**src/rtl/ycbcr_to_rgb.sv**
```systemverilog
`default_nettype none
// +----------------------------------------------------------------------------+
// | ycbcr_to_rgb                                                               |
// | Full-range BT.601 YCbCr -> 8-bit RGB over AXI4-Stream, 3-stage pipeline.   |
// | Revision: 1.0                                                              |
// +----------------------------------------------------------------------------+
module ycbcr_to_rgb (
  input  logic        clk,
  input  logic        rstn,
  input  logic        Sel,
  input  logic [23:0] Sel_YCbCr,
  input  logic [23:0] s_axis_video_tdata,
  input  logic        s_axis_video_tvalid,
  output logic        s_axis_video_tready,
  input  logic        s_axis_video_tlast,
  input  logic        s_axis_video_tuser,
  output logic [23:0] m_axis_video_tdata,
  output logic        m_axis_video_tvalid,
  input  logic        m_axis_video_tready,
  output logic        m_axis_video_tlast,
  output logic        m_axis_video_tuser
);

  localparam logic signed [18:0] c_KRCR = 19'sd359;
  localparam logic signed [18:0] c_KGCB = 19'sd88;
  localparam logic signed [18:0] c_KGCR = 19'sd183;
  localparam logic signed [18:0] c_KBCB = 19'sd454;
  localparam logic signed [18:0] c_RND  = 19'sd128;
  localparam logic        [8:0]  c_OFS  = 9'd128;

  logic               w_adv1, w_adv2, w_adv3, w_accept;
  logic        [23:0] w_pix;
  logic signed [8:0]  w_dcb, w_dcr;
  logic signed [18:0] w_dcb_x, w_dcr_x, w_y_x;
  logic signed [18:0] w_rcr, w_gcb, w_gcr, w_bcb;

  logic               r_v1, r_last1, r_user1;
  logic signed [18:0] r_y1, r_rcr1, r_gcb1, r_gcr1, r_bcb1;
  logic               r_v2, r_last2, r_user2;
  logic signed [18:0] r_sr2, r_sg2, r_sb2;
  logic               r_v3, r_last3, r_user3;
  logic        [23:0] r_data3;

  // Bubble-collapsing handshake: a stage may load whenever it is empty or
  // the stage after it is moving.
  assign w_adv3   = !r_v3 | m_axis_video_tready;
  assign w_adv2   = !r_v2 | w_adv3;
  assign w_adv1   = !r_v1 | w_adv2;
  assign w_accept = s_axis_video_tvalid & w_adv1;
  assign s_axis_video_tready = w_adv1;

  assign w_pix   = Sel ? Sel_YCbCr : s_axis_video_tdata;
  assign w_dcb   = $signed({1'b0, w_pix[15:8]} - c_OFS);
  assign w_dcr   = $signed({1'b0, w_pix[23:16]} - c_OFS);
  assign w_dcb_x = {{10{w_dcb[8]}}, w_dcb};
  assign w_dcr_x = {{10{w_dcr[8]}}, w_dcr};
  assign w_y_x   = $signed({3'b000, w_pix[7:0], 8'h00});
  assign w_rcr   = w_dcr_x * c_KRCR;
  assign w_gcb   = w_dcb_x * c_KGCB;
  assign w_gcr   = w_dcr_x * c_KGCR;
  assign w_bcb   = w_dcb_x * c_KBCB;

  // Negative sums clamp to 0, anything at or above 256.0 clamps to 255.
  function automatic logic [7:0] f_clamp(input logic signed [18:0] s);
    logic [7:0] v;
    if (s[18])
      v = 8'h00;
    else if (|s[17:16])
      v = 8'hFF;
    else
      v = s[15:8];
    return v;
  endfunction

  always_ff @(posedge clk or negedge rstn) begin
    if (!rstn) begin
      r_v1    <= 1'b0;
      r_last1 <= 1'b0;
      r_user1 <= 1'b0;
      r_y1    <= '0;
      r_rcr1  <= '0;
      r_gcb1  <= '0;
      r_gcr1  <= '0;
      r_bcb1  <= '0;
    end else if (w_adv1) begin
      r_v1 <= w_accept;
      if (w_accept) begin
        r_last1 <= s_axis_video_tlast;
        r_user1 <= s_axis_video_tuser;
        r_y1    <= w_y_x;
        r_rcr1  <= w_rcr;
        r_gcb1  <= w_gcb;
        r_gcr1  <= w_gcr;
        r_bcb1  <= w_bcb;
      end
    end
  end

  always_ff @(posedge clk or negedge rstn) begin
    if (!rstn) begin
      r_v2    <= 1'b0;
      r_last2 <= 1'b0;
      r_user2 <= 1'b0;
      r_sr2   <= '0;
      r_sg2   <= '0;
      r_sb2   <= '0;
    end else if (w_adv2) begin
      r_v2 <= r_v1;
      if (r_v1) begin
        r_last2 <= r_last1;
        r_user2 <= r_user1;
        r_sr2   <= r_y1 + r_rcr1 + c_RND;
        r_sg2   <= r_y1 - r_gcb1 - r_gcr1 + c_RND;
        r_sb2   <= r_y1 + r_bcb1 + c_RND;
      end
    end
  end

  // Output register only changes when empty or consumed, keeping AXI data stable.
  always_ff @(posedge clk or negedge rstn) begin
    if (!rstn) begin
      r_v3    <= 1'b0;
      r_last3 <= 1'b0;
      r_user3 <= 1'b0;
      r_data3 <= '0;
    end else if (w_adv3) begin
      r_v3 <= r_v2;
      if (r_v2) begin
        r_last3 <= r_last2;
        r_user3 <= r_user2;
        r_data3 <= {f_clamp(r_sr2), f_clamp(r_sb2), f_clamp(r_sg2)};
      end
    end
  end

  assign m_axis_video_tvalid = r_v3;
  assign m_axis_video_tdata  = r_data3;
  assign m_axis_video_tlast  = r_last3;
  assign m_axis_video_tuser  = r_user3;

endmodule
`default_nettype wire

```
**config.mk**
```make
export PLATFORM = sky130hd
export DESIGN_NAME = ycbcr_to_rgb
export DESIGN_NICKNAME = d
export VERILOG_FILES = /design/src/rtl/ycbcr_to_rgb.sv
export SDC_FILE = /design/constraint.sdc
export NUM_CORES = 1
export LEC_CHECK = 0
export ABC_AREA = 1
export CAP_MARGIN = 30
export CORE_ASPECT_RATIO = 1.4
export CORE_MARGIN = 3
export CORE_UTILIZATION = 30
export CTS_CLUSTER_DIAMETER = 50
export DETAILED_ROUTE_END_ITERATION = 7
export GPL_ROUTABILITY_DRIVEN = 0
export PLACE_DENSITY_LB_ADDON = 0.15
export SLEW_MARGIN = 20
export SYNTH_ARGS = -nofsm -noshare
export SYNTH_HDL_FRONTEND = slang
export SYNTH_SLANG_ARGS = --single-unit
```
**constraint.sdc**
```tcl
create_clock -name clk -period 3 [get_ports clk]
set_clock_uncertainty 0.2 [all_clocks]
set_input_delay 0.3 -clock clk [delete_from_list [all_inputs] [get_ports clk]]
set_output_delay 0.3 -clock clk [all_outputs]
set_load 0.02 [all_outputs]
```
==> summary.md <==
| Metric | Value |
|---|---|
| Top Ports | 83 |
| Outcome | finished, violations left |
| Synth top area share | 0.2615 |
| Period minus WS final | 3.926 ns |
| Final ANT Viol Nets | 0 |
| Least-Margin Pin Slew | 0.6577 ns |
| Worst-path clk slew | 0.06 ns |
| HP Class | input port to async pin |
| Normalized max-slew margin | 0.5609 |
| Critical Path AT | 4.02 ns |
| Die ar. | 0.04399 mm^2 |
| Register bit count reported by yosys | 130 |
| Non-Filler Instances | 2496 |
| Syn Inst Count | 1628 |
| Unrepaired setup endpoints after global routing | true |
| Drt pass-1 iters | 5 |
| Ratio of cells with drive above 1 in the final layout | 0.2931 |
| Area leader, netlist | dfrtp_1 |
| Placed Cells | 2400 |
| TritonCTS clock tree | yes |
| Number of synthesized flops with an enable pin | 0 |
| Drt wl/cell | 14.24 um |
| Crit-path max FO | 5 |
| DP Worst Slack | -1.544 ns |
| Primary FF master, synth | dfrtp_1 |
| Fin area | 0.01820 mm^2 |
| Post-synth ARST share | 1.000 |
| Initial antenna violation count | 0 |
| Largest net degree at the start of global routing | 58 |
| Crit Path Class | input port to flip-flop |
| Register area share after synthesis | 0.2615 |
| Final Hold Viols | 0 |
| Top Metal Used | met4 |
| Multi-input logic area | 0.009666 mm^2 |
| Period utilization | 1.309 |
| Vias | 11243 |
| Fillers | 4055 |
| Fmax | 254.7 MHz |
| Violated checks | negative setup slack |
| Dpl hpwl | 29030 um |
| Routed vias/inst | 4.504 |
| Maximum vdd ir drop | 0.0005056 V |
| Power per cell area | 1128 mW/mm^2 |
| Die Width | 178.1 um |
| Pins Over Slew Limit | 0 |
| Worst Slack Setup Final | -0.9262 ns |
| WL final | 35560 um |
| Cell Area, Synth | 0.01244 mm^2 |
| Post-Syn Area per Cell | 7.642 um^2 |
| Yosys Warn Count | 0 |
| Req. time, crit path | 3.09 ns |
| # H-tree levels | 4 |
| Clk sinks | 130 |
| I/O Buffers | 82 |
| Die span in y | 247.0 um |
| Total track usage | 0.1662 |
| Initial Utilization | 0.3064 |
| Post-DP Area | 0.01585 mm^2 |
| Pleak | 8.915 nW |
| CTS Buf Count | 17 |
| Antenna Cells | 0 |
| Root Driver | clkbuf_16 |
| Vias in the first global route | 11503 |
| Layout area overhead | 46.25% |
| Sequential cell area | 0.003253 mm^2 |
| Post-synthesis cell type count | 42 |
| CP Launch Type | input port |
| Clock buffer depth | 2 |
| # Max-Cap Violations | 0 |
| Met3 routed WL | 795 um |
| Met2 routed WL | 18220 um |
| Syn_nets | 1924 |
| Setup violators final | 41 |
| Synth area leaders | dfrtp_1 26%, ha_1 17%, nand2_1 12% |
| Routed metal-1 wire length | 15280 um |
| Iteration-0 DRC Markers | 446 |
| Global-route wire length before repair | 58230 um |
| Worst setup EP type | flip-flop |
| Post-route DRC | 0 |
| Core ar. | 0.04060 mm^2 |
| Worst-skew pair later-pin latency | 0.43 ns |
| Grt ovf | 0 |
| Row cnt | 87 |
| Net count, final | 2245 |
-- report_power, final --
part           internal (W)  switching (W)
registers           0.00254       0.000438
clock network       0.00133       0.000749
logic               0.00725        0.00823
-- logic make-up after synthesis --
kind of cell / after synthesis / share of synthesized area
XOR/XNOR: 39 / 0.02745
flip-flops: 130 / 0.2615
adder cells (fa/ha/maj): 241 / 0.2840
AO/OA/AOI/OAI: 242 / 0.1077
AND/OR/NAND/NOR: 665 / 0.2223
buffers and inverters: 311 / 0.09704
-- critical path, stage by stage --
cell and delay (ns):
buf_12 0.12, buf_12 0.13, buf_8 0.12, o21ai_4 0.15, clkinv_4 0.12, buf_6 0.14, fa_1 0.52, fa_1 0.50
ha_1 0.30, inv_2 0.04, fa_1 0.49, inv_2 0.05, ha_4 0.26, nand2_4 0.08, nand3_4 0.09, buf_6 0.13
nand3_2 0.06, nand3_2 0.09, xnor2_2 0.24, o21ai_1 0.08
-- what timing repair did --
action	CTS	global route
hold buffers	1	0
pin swaps	116	64
resized for setup	217	79
endpoints found under the hold margin	47	0
endpoints found under the setup margin	44	45
setup buffers	51	20
-- layout by cell type, fill, tap and decap left out, drive strengths merged --
cell,synthesis,layout
a21boi,4,4
a21o,9,9
a21oi,61,61
a22oi,1,1
a31o,1,1
a31oi,19,19
and2,1,1
and3,1,1
buf,23,256
bufinv,0,2
clkbuf,12,24
clkdlybuf4s15,0,2
clkdlybuf4s50,0,54
clkinv,0,3
clkinvlp,0,5
dfrtp,130,130
dlygate4sd2,0,23
dlygate4sd3,0,1
dlymetal6s2s,0,1
fa,69,69
ha,172,172
inv,276,274
nand2,400,400
nand3,99,99
nand3b,9,9
nand4,9,9
nor2,117,117
nor3,8,8
nor4,1,1
o211ai,1,1
o21ai,123,123
o21bai,14,14
o22ai,8,8
o31ai,1,1
or2,20,20
xnor2,22,22
xor2,17,17
-- final timing paths --
path | start | endpoint | slack, ns | cells after the start
max in group asynchronous | rstn | r_sb2[13] | 1.69 | 3
min | rstn | m_axis_video_tdata[20] | 0.16 | 2
max | Sel | r_gcr1[9] | -0.93 | 20
min reg2reg | r_user2 | m_axis_video_tuser | 0.27 | 2
max reg2reg | r_gcb1[11] | r_sg2[18] | 0.38 | 12
min in group clk | Sel | r_y1[10] | 0.16 | 5
-- area by class of cell --
| class | instances | share of cell area |
|---|---|---|
| inverter | 276 | 0.05920 |
| multi-input combinational | 1187 | 0.5312 |
| timing repair buffer | 337 | 0.1610 |
| sequential | 130 | 0.1788 |
| clock inverter | 8 | 0.005501 |
| tap | 534 | 0.03672 |
| clock buffer | 24 | 0.02757 |
-- cell usage after synthesis (2+ instances only) --
master,number
a21boi_0,3
xor2_1,17
or2_1,2
ha_1,172
xnor2_1,22
dfrtp_1,130
buf_2,18
nor2_1,117
o21ai_2,2
inv_2,3
nand3_1,98
a21oi_1,61
a31oi_1,19
nand3b_1,9
o21ai_0,115
o21ai_1,6
nand2_2,7
buf_1,3
or2_2,18
clkbuf_1,11
fa_1,69
a21o_1,9
nor3_1,8
inv_1,272
o21bai_1,13
o22ai_1,8
nand2_1,393
nand4_1,9
-- metal layers --
metal / vias up / global-route usage
li1: 5838 / -
met1: 5202 / 0.2018
met2: 159 / 0.2985
met3: 44 / 0.01767
met4: 0 / 0.06472
met5: - / 0
-- flip-flops by register name, summed over array words and instances, names as in the netlist, 11 cells and up --
register and cells:
r_bcb1 15, r_rcr1 14, r_gcr1 16, r_gcb1 11, r_sb2 11, r_sg2 11, m_axis_video_tdata 24, r_sr2 11
-- metrics by stage --
stage                     total power, W    util  setup TNS (ns)  hold WS, ns
after CTS                        0.01978  0.4375          -25.73       0.1449
after detailed placement         0.01595  0.3903          -54.72      0.07398
after floorplan                  0.01155       -          -35.30      -0.1956
final                            0.02053  0.4482          -28.47       0.1618
after global routing             0.02262  0.4482          -33.15       0.1772
after global placement           0.01587  0.3903          -53.55      0.07084
Note: power is estimated with default switching activity, not from simulation.
